### config.mk
export PLATFORM = sky130hd
export DESIGN_NAME = kalman_frame_rx_flat
export DESIGN_NICKNAME = d
export VERILOG_FILES = /design/src/rtl/kalman_frame_rx_if.sv /design/src/rtl/kalman_frame_rx.sv /design/src/flat_wrapper.sv
export SDC_FILE = /design/constraint.sdc
export NUM_CORES = 1
export LEC_CHECK = 0
export ABC_CLOCK_PERIOD_IN_PS = 4400
export BUFFER_PORTS_ARGS = -buffer_cell sky130_fd_sc_hd__buf_2
export CAP_MARGIN = 30
export CORE_UTILIZATION = 45
export CTS_CLUSTER_SIZE = 10
export DETAILED_ROUTE_END_ITERATION = 8
export PLACE_DENSITY_LB_ADDON = 0.05
export SLEW_MARGIN = 20
export SYNTH_ARGS = -nofsm -noshare
export SYNTH_HDL_FRONTEND = slang
export SYNTH_SLANG_ARGS = --single-unit
### constraint.sdc
create_clock -name clk -period 4.4 [get_ports clk]
set_clock_uncertainty 0.15 [all_clocks]
set_input_delay 0.22 -clock clk [delete_from_list [all_inputs] [get_ports clk]]
set_output_delay 0.22 -clock clk [all_outputs]
set_load 0.02 [all_outputs]
### src/rtl/kalman_frame_rx_if.sv
// kalman_frame_rx_if: signal bundle of the attitude telemetry receiver.
//   rx          serial line into the receiver (idle high)
//   roll/pitch/yaw  last complete frame, signed 16-bit
//   frame_valid 1-cycle pulse when roll/pitch/yaw update
//   byte_valid  1-cycle pulse when byte_data holds a freshly framed byte
//   byte_data   last correctly framed byte
//   framing_err 1-cycle pulse on a low stop bit
//   timeout_err 1-cycle pulse on mid-frame inactivity (timeout build only)
// The master modport is the line driver / frame consumer; the slave modport is the receiver.
interface kalman_frame_rx_if;
    logic               rx;
    logic signed [15:0] roll;
    logic signed [15:0] pitch;
    logic signed [15:0] yaw;
    logic               frame_valid;
    logic               byte_valid;
    logic        [7:0]  byte_data;
    logic               framing_err;
    logic               timeout_err;

    modport master (
        output rx,
        input  roll, pitch, yaw, frame_valid, byte_valid, byte_data, framing_err, timeout_err
    );

    modport slave (
        input  rx,
        output roll, pitch, yaw, frame_valid, byte_valid, byte_data, framing_err, timeout_err
    );
endinterface

### src/rtl/kalman_frame_rx.sv
// kalman_frame_rx: 8N1 UART receiver plus decoder for the 8-byte attitude frame
// DE AD roll_hi roll_lo pitch_hi pitch_lo yaw_hi yaw_lo.
// Ports:
//   clk    system clock
//   rst_n  asynchronous active-low reset
//   bus    kalman_frame_rx_if.slave (rx in; roll/pitch/yaw, frame_valid, byte_valid,
//          byte_data, framing_err, timeout_err out)
// Parameters:
//   BAUD_DIV        clk cycles per UART bit (>= 4)
//   TIMEOUT_CYCLES  idle cycles tolerated mid-frame (timeout build only)
// Build option: define FRAME_TIMEOUT_EN to abort a stalled frame after TIMEOUT_CYCLES;
// without it timeout_err is tied low and the parser waits indefinitely.
module kalman_frame_rx #(
    parameter int unsigned BAUD_DIV       = 1041,
    parameter int unsigned TIMEOUT_CYCLES = 20 * BAUD_DIV
) (
    input logic             clk,
    input logic             rst_n,
    kalman_frame_rx_if.slave bus
);

    localparam int unsigned CntW = $clog2(BAUD_DIV);
    localparam logic [CntW-1:0] HalfBit = CntW'(BAUD_DIV / 2 - 1);
    localparam logic [CntW-1:0] FullBit = CntW'(BAUD_DIV - 1);

    typedef enum logic [2:0] {BitIdle, BitStart, BitData, BitStop, BitBreak} bit_state_e;
    typedef enum logic [1:0] {PrsHunt0, PrsHunt1, PrsPayload} prs_state_e;

    // ---------------------------------------------------------------- synchroniser
    logic rx_meta_q, rxs_q;

    always_ff @(posedge clk or negedge rst_n) begin
        if (!rst_n) begin
            rx_meta_q <= 1'b1;
            rxs_q     <= 1'b1;
        end else begin
            rx_meta_q <= bus.rx;
            rxs_q     <= rx_meta_q;
        end
    end

    // ---------------------------------------------------------------- bit FSM
    bit_state_e      bit_state_q, bit_state_d;
    logic [CntW-1:0] cnt_q, cnt_d;
    logic [2:0]      bit_idx_q, bit_idx_d;
    logic [7:0]      shift_q, shift_d;
    logic [7:0]      byte_data_q, byte_data_d;
    logic            byte_valid_q, byte_valid_d;
    logic            framing_err_q, framing_err_d;
    logic            cnt_zero;

    assign cnt_zero = (cnt_q == '0);

    always_ff @(posedge clk or negedge rst_n) begin
        if (!rst_n) begin
            bit_state_q <= BitIdle;
        end else begin
            bit_state_q <= bit_state_d;
        end
    end

    always_comb begin
        bit_state_d = bit_state_q;
        unique case (bit_state_q)
            BitIdle:  if (!rxs_q) bit_state_d = BitStart;
            BitStart: if (cnt_zero) bit_state_d = rxs_q ? BitIdle : BitData;
            BitData:  if (cnt_zero && bit_idx_q == 3'd7) bit_state_d = BitStop;
            BitStop:  if (cnt_zero) bit_state_d = rxs_q ? BitIdle : BitBreak;
            BitBreak: if (rxs_q) bit_state_d = BitIdle;
            default:  bit_state_d = BitIdle;
        endcase
    end

    always_comb begin
        cnt_d         = cnt_q;
        bit_idx_d     = bit_idx_q;
        shift_d       = shift_q;
        byte_data_d   = byte_data_q;
        byte_valid_d  = 1'b0;
        framing_err_d = 1'b0;
        unique case (bit_state_q)
            // Preload half a bit so the start bit is re-checked at its centre.
            BitIdle: cnt_d = HalfBit;
            BitStart: begin
                if (cnt_zero) begin
                    cnt_d     = FullBit;
                    bit_idx_d = 3'd0;
                end else begin
                    cnt_d = cnt_q - 1'b1;
                end
            end
            BitData: begin
                if (cnt_zero) begin
                    shift_d   = {rxs_q, shift_q[7:1]};
                    cnt_d     = FullBit;
                    bit_idx_d = bit_idx_q + 3'd1;
                end else begin
                    cnt_d = cnt_q - 1'b1;
                end
            end
            BitStop: begin
                if (cnt_zero) begin
                    if (rxs_q) begin
                        byte_data_d  = shift_q;
                        byte_valid_d = 1'b1;
                    end else begin
                        framing_err_d = 1'b1;
                    end
                end else begin
                    cnt_d = cnt_q - 1'b1;
                end
            end
            default: ;
        endcase
    end

    always_ff @(posedge clk or negedge rst_n) begin
        if (!rst_n) begin
            cnt_q         <= '0;
            bit_idx_q     <= 3'd0;
            shift_q       <= 8'h00;
            byte_data_q   <= 8'h00;
            byte_valid_q  <= 1'b0;
            framing_err_q <= 1'b0;
        end else begin
            cnt_q         <= cnt_d;
            bit_idx_q     <= bit_idx_d;
            shift_q       <= shift_d;
            byte_data_q   <= byte_data_d;
            byte_valid_q  <= byte_valid_d;
            framing_err_q <= framing_err_d;
        end
    end

    // ---------------------------------------------------------------- frame parser
    prs_state_e      prs_state_q, prs_state_d;
    logic [2:0]      idx_q, idx_d;
    logic [4:0][7:0] stage_q, stage_d;
    logic [15:0]     roll_q, roll_d, pitch_q, pitch_d, yaw_q, yaw_d;
    logic            frame_valid_q, frame_valid_d;
    logic            timeout_hit;

`ifdef FRAME_TIMEOUT_EN
    logic [31:0] tmo_cnt_q, tmo_cnt_d;
    logic        timeout_err_q;

    // Restarts on every byte; only runs while a frame is partially assembled.
    always_comb begin
        tmo_cnt_d   = tmo_cnt_q;
        timeout_hit = 1'b0;
        if (byte_valid_q || prs_state_q == PrsHunt0) begin
            tmo_cnt_d = '0;
        end else if (tmo_cnt_q == TIMEOUT_CYCLES - 1) begin
            timeout_hit = 1'b1;
            tmo_cnt_d   = '0;
        end else begin
            tmo_cnt_d = tmo_cnt_q + 32'd1;
        end
    end

    always_ff @(posedge clk or negedge rst_n) begin
        if (!rst_n) begin
            tmo_cnt_q     <= '0;
            timeout_err_q <= 1'b0;
        end else begin
            tmo_cnt_q     <= tmo_cnt_d;
            timeout_err_q <= timeout_hit;
        end
    end

    assign bus.timeout_err = timeout_err_q;
`else
    logic unused_timeout_cycles;

    assign unused_timeout_cycles = ^TIMEOUT_CYCLES;
    assign timeout_hit           = 1'b0;
    assign bus.timeout_err       = 1'b0;
`endif

    always_ff @(posedge clk or negedge rst_n) begin
        if (!rst_n) begin
            prs_state_q <= PrsHunt0;
        end else begin
            prs_state_q <= prs_state_d;
        end
    end

    always_comb begin
        prs_state_d = prs_state_q;
        if (timeout_hit || framing_err_q) begin
            prs_state_d = PrsHunt0;
        end else if (byte_valid_q) begin
            unique case (prs_state_q)
                PrsHunt0: if (byte_data_q == 8'hDE) prs_state_d = PrsHunt1;
                PrsHunt1: begin
                    if (byte_data_q == 8'hAD) begin
                        prs_state_d = PrsPayload;
                    end else if (byte_data_q != 8'hDE) begin
                        prs_state_d = PrsHunt0;
                    end
                end
                PrsPayload: if (idx_q == 3'd5) prs_state_d = PrsHunt0;
                default: prs_state_d = PrsHunt0;
            endcase
        end
    end

    always_comb begin
        idx_d         = idx_q;
        stage_d       = stage_q;
        roll_d        = roll_q;
        pitch_d       = pitch_q;
        yaw_d         = yaw_q;
        frame_valid_d = 1'b0;
        if (byte_valid_q) begin
            unique case (prs_state_q)
                PrsHunt1: if (byte_data_q == 8'hAD) idx_d = 3'd0;
                PrsPayload: begin
                    if (idx_q == 3'd5) begin
                        // Last byte goes straight to yaw so all three update on one edge.
                        roll_d        = {stage_q[0], stage_q[1]};
                        pitch_d       = {stage_q[2], stage_q[3]};
                        yaw_d         = {stage_q[4], byte_data_q};
                        frame_valid_d = 1'b1;
                    end else begin
                        stage_d[idx_q] = byte_data_q;
                        idx_d          = idx_q + 3'd1;
                    end
                end
                default: ;
            endcase
        end
    end

    always_ff @(posedge clk or negedge rst_n) begin
        if (!rst_n) begin
            idx_q         <= 3'd0;
            stage_q       <= '0;
            roll_q        <= 16'h0000;
            pitch_q       <= 16'h0000;
            yaw_q         <= 16'h0000;
            frame_valid_q <= 1'b0;
        end else begin
            idx_q         <= idx_d;
            stage_q       <= stage_d;
            roll_q        <= roll_d;
            pitch_q       <= pitch_d;
            yaw_q         <= yaw_d;
            frame_valid_q <= frame_valid_d;
        end
    end

    assign bus.roll        = roll_q;
    assign bus.pitch       = pitch_q;
    assign bus.yaw         = yaw_q;
    assign bus.frame_valid = frame_valid_q;
    assign bus.byte_valid  = byte_valid_q;
    assign bus.byte_data   = byte_data_q;
    assign bus.framing_err = framing_err_q;

endmodule
### src/flat_wrapper.sv
// flat-port wrapper written by rule: the top's interface ports become plain ports
module kalman_frame_rx_flat 
#(
    parameter int unsigned BAUD_DIV       = 1041,
    parameter int unsigned TIMEOUT_CYCLES = 20 * BAUD_DIV
)
  (clk, rst_n, bus_rx, bus_roll, bus_pitch, bus_yaw, bus_frame_valid, bus_byte_valid, bus_byte_data, bus_framing_err, bus_timeout_err);
  kalman_frame_rx_if bus_i ();
  input logic clk;
  input logic rst_n;
  input wire logic [$bits(bus_i.rx)-1:0] bus_rx;
  output wire logic [$bits(bus_i.roll)-1:0] bus_roll;
  output wire logic [$bits(bus_i.pitch)-1:0] bus_pitch;
  output wire logic [$bits(bus_i.yaw)-1:0] bus_yaw;
  output wire logic [$bits(bus_i.frame_valid)-1:0] bus_frame_valid;
  output wire logic [$bits(bus_i.byte_valid)-1:0] bus_byte_valid;
  output wire logic [$bits(bus_i.byte_data)-1:0] bus_byte_data;
  output wire logic [$bits(bus_i.framing_err)-1:0] bus_framing_err;
  output wire logic [$bits(bus_i.timeout_err)-1:0] bus_timeout_err;
  assign bus_i.rx = bus_rx;
  assign bus_roll = bus_i.roll;
  assign bus_pitch = bus_i.pitch;
  assign bus_yaw = bus_i.yaw;
  assign bus_frame_valid = bus_i.frame_valid;
  assign bus_byte_valid = bus_i.byte_valid;
  assign bus_byte_data = bus_i.byte_data;
  assign bus_framing_err = bus_i.framing_err;
  assign bus_timeout_err = bus_i.timeout_err;
  kalman_frame_rx #(.BAUD_DIV(BAUD_DIV), .TIMEOUT_CYCLES(TIMEOUT_CYCLES)) u_core (.clk(clk), .rst_n(rst_n), .bus(bus_i));
endmodule
# [After elaboration in Yosys (flattened, before gate mapping)]
# Cells that the tools add are included.
[classes] magnitude_cmp=2 muxes=36 bitwise_logic=1 eq_ne=23 n_reduce_logical=19 addsub=3
[op_table] op="bitwise mux 40 bit" count=1
[op_table] op="case mux 11 bit (3 select lines)" count=1
[op_table] op="two-way mux 3 bit" count=10
[op_table] op="demux 8 bit (select 3 bit)" count=1
[op_table] op="two-way mux 11 bit" count=2
[op_table] op="equality test 8 bit, second input constant" count=2
[op_table] op="case mux 3 bit (5 select lines)" count=1
[op_table] op="two-way mux 2 bit" count=7
[op_table] op="inequality test 2 x 1 -> 1 bit, second input constant" count=6
[op_table] op="case mux 3 bit (2 select lines)" count=2
[op_table] op="AND reduction 3 bit" count=4
[op_table] op="zero test 11 bit" count=1
[op_table] op="subtractor 11 x 1 -> 11 bit, second input constant" count=1
[op_table] op="equality test 3 bit, second input constant" count=3
[op_table] op="two-way mux 1 bit" count=9
[op_table] op="two-way mux 8 bit" count=1
[op_table] op="inequality test 8 bit, second input constant" count=1
[op_table] op="AND reduction 4 bit" count=2
[op_table] op="adder 3 x 1 -> 3 bit, second input constant" count=2
[op_table] op="equality test 3 x 2 -> 1 bit, second input constant" count=2
[op_table] op="inequality test 2 bit, second input constant" count=3
[op_table] op="inequality test 3 x 1 -> 1 bit, second input constant" count=2
[op_table] op="case mux 2 bit (3 select lines)" count=1
[op_table] op="nonzero test 2 bit" count=3
[op_table] op="14 further kinds" count=16
[totals] in_bits=3 ff_bits=131 output_inout_bits=60 elab_cells=104

# [Longest topological paths before layout]
[depth] word_depth=6 ltp_mapped=8 mapped_depth_nobuf=6

# [Worst setup path after synthesis]
# OpenSTA, ideal clock, no wires.
[synth_path] kind="flip-flop to flip-flop" startpoint="reg u_core.cnt_q[8]" endpoint="reg u_core.shift_q[0]" synth_period_minus_slack_ns=2.639 required_ns=4.125 t_arrival_ns=2.364 stages_incl_launch_ff=8 slack_ns=1.761 n_path_buf=3 setup_ns=0.125 path_cell_list="dfrtp_1 or4_1 buf_2 or3_1 buf_2 or4_1 buf_6 mux2_4"
[synth_between] elab_chain_cells=2
[synth_lines] element="from (decl)" line="kalman_frame_rx.sv:44" source="logic [CntW-1:0] cnt_q, cnt_d;"
[synth_lines] element="from (signal assigned)" line="kalman_frame_rx.sv:126" source="cnt_q <= cnt_d;"
[synth_lines] element="zero test 11 bit" line="kalman_frame_rx.sv:52" source="assign cnt_zero = (cnt_q == '0);"
[synth_lines] element="AND reduction 2 bit (no line)"
[synth_lines] element="to (signal assigned)" line="kalman_frame_rx.sv:128" source="shift_q <= shift_d;"
[synth_lines] element="to (decl)" line="kalman_frame_rx.sv:46" source="logic [7:0] shift_q, shift_d;"
# No other way between the ends.
# A chain may end at the register's enable or synchronous reset.

# [Final worst setup path]
[layout_path] startpoint="reg u_core.cnt_q[8]" endpoint="reg u_core.shift_q[1]"
# The elaborated chain is that of the path after synthesis.

==> metrics.md <==
| Metric | Value |
|---|---|
| Status | complete, no violations |
| # IOs | 63 |
| Period utilization | 66.72% |
| Slew @ Worst Pin | 0.8300 ns |
| Max-cap violations | 0 |
| Static leakage | 3.489 nW |
| Overall Power | 2.665 mW |
| CTS resizes | 0 |
| Core Footprint | 11960 um2 |
| H-tree depth | 4 |
| Post-synth EDFFs | 0 |
| Syn nets | 515 |
| Die Wd | 112.7 um |
| Via density | 5.266 |
| Rows | 40 |
| Final std cells w/o fill | 723 |
| Crit path DAT | 3.08 ns |
| Diodes inserted | 0 |
| Max-slew violations | 0 |
| Syn Area/Cell | 10.96 um2 |
| Top cells by area, synth | dfrtp_1 59%, nand2_1 11%, mux2_2 9.4% |
| Top cell type's share of synthesized area | 58.54% |
| Tot GR Track Use | 20.76% |
| Clock period minus worst slack | 2.936 ns |
| DRC | 0 |
| DRT Pass-1 Iters | 4 |
| DP Wirelength | 7.479 mm |
| Power Density | 406.9 nW/um2 |
| RSZ-0062 raised after global routing | no |
| Cts bufs inserted | 17 |
| Pin count of the biggest net entering global routing | 52 |
| Cells after Synth | 503 |
| CTS root buffer | clkbuf_16 |
| Placed Cells | 690 |
| Chip height | 112.7 um |
| Top cell type by total area after synthesis | dfrtp_1 |
| Routed via count | 3807 |
| Primary FF master, synth | dfrtp_1 |
| Final RePlAce weighted congestion | 0.8254 |
| Sum Neg Setup Slack | 0 ns |
| Initial antenna violation count | 0 |
| Setup crit end kind | register |
| DIE AREA | 12700 um2 |
| Max IR drop VDD | 0.2250 mV |
| Relative slew slack | 44.67% |
| Mapped Area | 5514 um2 |
| First-pass GRT wire length | 19.91 mm |
| CP max FO | 8 |
| Final setup fails | 0 |
| Commonest non-fill, non-tap cells in the layout | 157 x nand2_1, 129 x dfrtp_1, 61 x buf_2, 46 x mux2_2, 17 x clkbuf_16 |
| Distinct cells, synth | 49 |
| Nets | 576 |
| DR WL/cell | 16.20 um |
| Post-synthesis sequential area ratio | 59.50% |
| GRT overflow | 0 |
| Clk buf depth | 2 |
| Iter 0 DRT Violations | 175 |
| Ratio of cells with drive above 1 in the final layout | 27.08% |
| Worst setup SP type | register |
| Worst hold path type | reg2reg |
| CTS Hold Bufs | 2 |
| Async set or reset register ratio after synthesis | 100.0% |
| Commonest non-fill, non-tap cell in the layout | nand2_1 |
| # clock sinks | 131 |
| CTS tree | yes |
| Fmax | 340.6 MHz |
| Clock-pin transition on the worst setup and hold timing paths | 0.05 ns |
| Initial core utilization | 46.10% |
| Vias in the first global route | 3858 |
| Seq cells post-synth | 131 |
| Drt total wl | 11.71 mm |
| Worst-skew pair later-pin latency | 0.41 ns |
| Yosys warns | 0 |
| Port-buffer cells | 61 |
| CP Data Required Time | 4.55 ns |
| Post-CTS Setup Repair Bufs | 0 |
| Hold Vio Cnt, Final | 0 |
| Synth-to-layout area growth | 18.79% |
| Critical path type | reg2reg |
| Post-route ant nets | 0 |
[where the power goes]
group	switching, mW	total, mW	internal, mW
clock	0.501	1.43	0.928
sequential	0.00130	1.21	1.21
combinational	0.0241	0.0277	0.00354
total	0.526	2.67	2.14
[registers in the layout (all words and copies together), names as in the netlist, 2 cells and up]
register              flops
u_core.bit_idx_q          3
u_core.bit_state_q        3
u_core.bus.byte_data      8
u_core.bus.pitch         16
u_core.bus.roll          16
u_core.bus.yaw           16
u_core.cnt_q             11
u_core.idx_q              3
u_core.prs_state_q        2
u_core.shift_q            8
u_core.stage_q           40
[cells in the mapped netlist, drive strengths merged, types with 3 or more instances]
| cell type | n |
|---|---|
| o311ai | 3 |
| inv | 13 |
| nor2b | 6 |
| o21ai | 9 |
| nand2 | 157 |
| nand4 | 5 |
| clkbuf | 19 |
| mux2i | 3 |
| nor3 | 3 |
| dfrtp | 129 |
| nand2b | 4 |
| buf | 7 |
| a31oi | 4 |
| o2bb2ai | 3 |
| ha | 9 |
| or4 | 9 |
| mux2 | 54 |
| nand3b | 3 |
| or3 | 3 |
| nor4 | 3 |
| nand3 | 13 |
| nor2 | 14 |
[area by class of cell]
| type | count | area [um2] |
|---|---|---|
| Multi-Input combinational cell | 333 | 2072 |
| Clock buffer | 21 | 470.5 |
| Clock inverter | 10 | 131.4 |
| Inverter | 13 | 48.80 |
| Tap cell | 147 | 183.9 |
| Sequential cell | 131 | 3281 |
| Timing Repair Buffer | 68 | 362.8 |
| Fill cell | 1082 | 5411 |
[path summary, 6_finish.rpt]
kind	startpoint	endpoint	slack, ns	cells past startpoint
setup / recovery	u_core.cnt_q[8]$_DFFE_PN0P_	u_core.shift_q[1]$_DFFE_PN0P_	1.46	4
min in group asynchronous	rst_n	u_core.bus.yaw[14]$_DFFE_PN0P_	0.23	2
hold reg to reg	u_core.rx_meta_q$_DFF_PN1_	u_core.rxs_q$_DFF_PN1_	0.21	0
setup reg to reg	u_core.cnt_q[8]$_DFFE_PN0P_	u_core.shift_q[1]$_DFFE_PN0P_	1.46	4
max in group asynchronous	rst_n	u_core.shift_q[4]$_DFFE_PN0P_	2.86	3
hold / removal	u_core.rx_meta_q$_DFF_PN1_	u_core.rxs_q$_DFF_PN1_	0.21	0
[per-stage QoR]
step                hold slack, ns  worst slack, ns  utilization, %  cell area [um2]
floorplan                  -0.2256            1.761               -             5514
global placement            0.1381            1.540           49.52             5923
detailed placement          0.1460            1.475           49.56             5928
CTS                         0.2061            1.470           54.76             6550
global route                0.2164            1.353           54.76             6550
finish                      0.2063            1.464           54.76             6550
[worst max-delay path, cell delays in order (launching register included)]
cell and delay [ns]:
dfrtp_1 0.39, or4_1 0.68, or3_1 0.50, or4_1 0.71, mux2_4 0.39
[metal layers]
layer / routed length (um) / global-route usage, % / vias up
met5: 0 / 0 / -
met4: 123 / 9.067 / 0
met3: 386 / 5.088 / 7
met2: 5420 / 31.15 / 70
met1: 5781 / 28.78 / 1904
li1: - / - / 1826
[logic make-up (layout without fill, tap and decap cells)]
group / Yosys count / in the layout / share of synthesized area (%)
other: 1 / 1 / 0.06801
AND/OR/NAND/NOR: 228 / 228 / 18.38
adder cells (fa/ha/maj): 9 / 9 / 2.042
multiplexers: 57 / 57 / 12.12
flip-flops: 131 / 131 / 59.50
buffers and inverters: 39 / 112 / 2.927
AO/OA/AOI/OAI: 38 / 38 / 4.969
(Power assumes the default switching activity.)
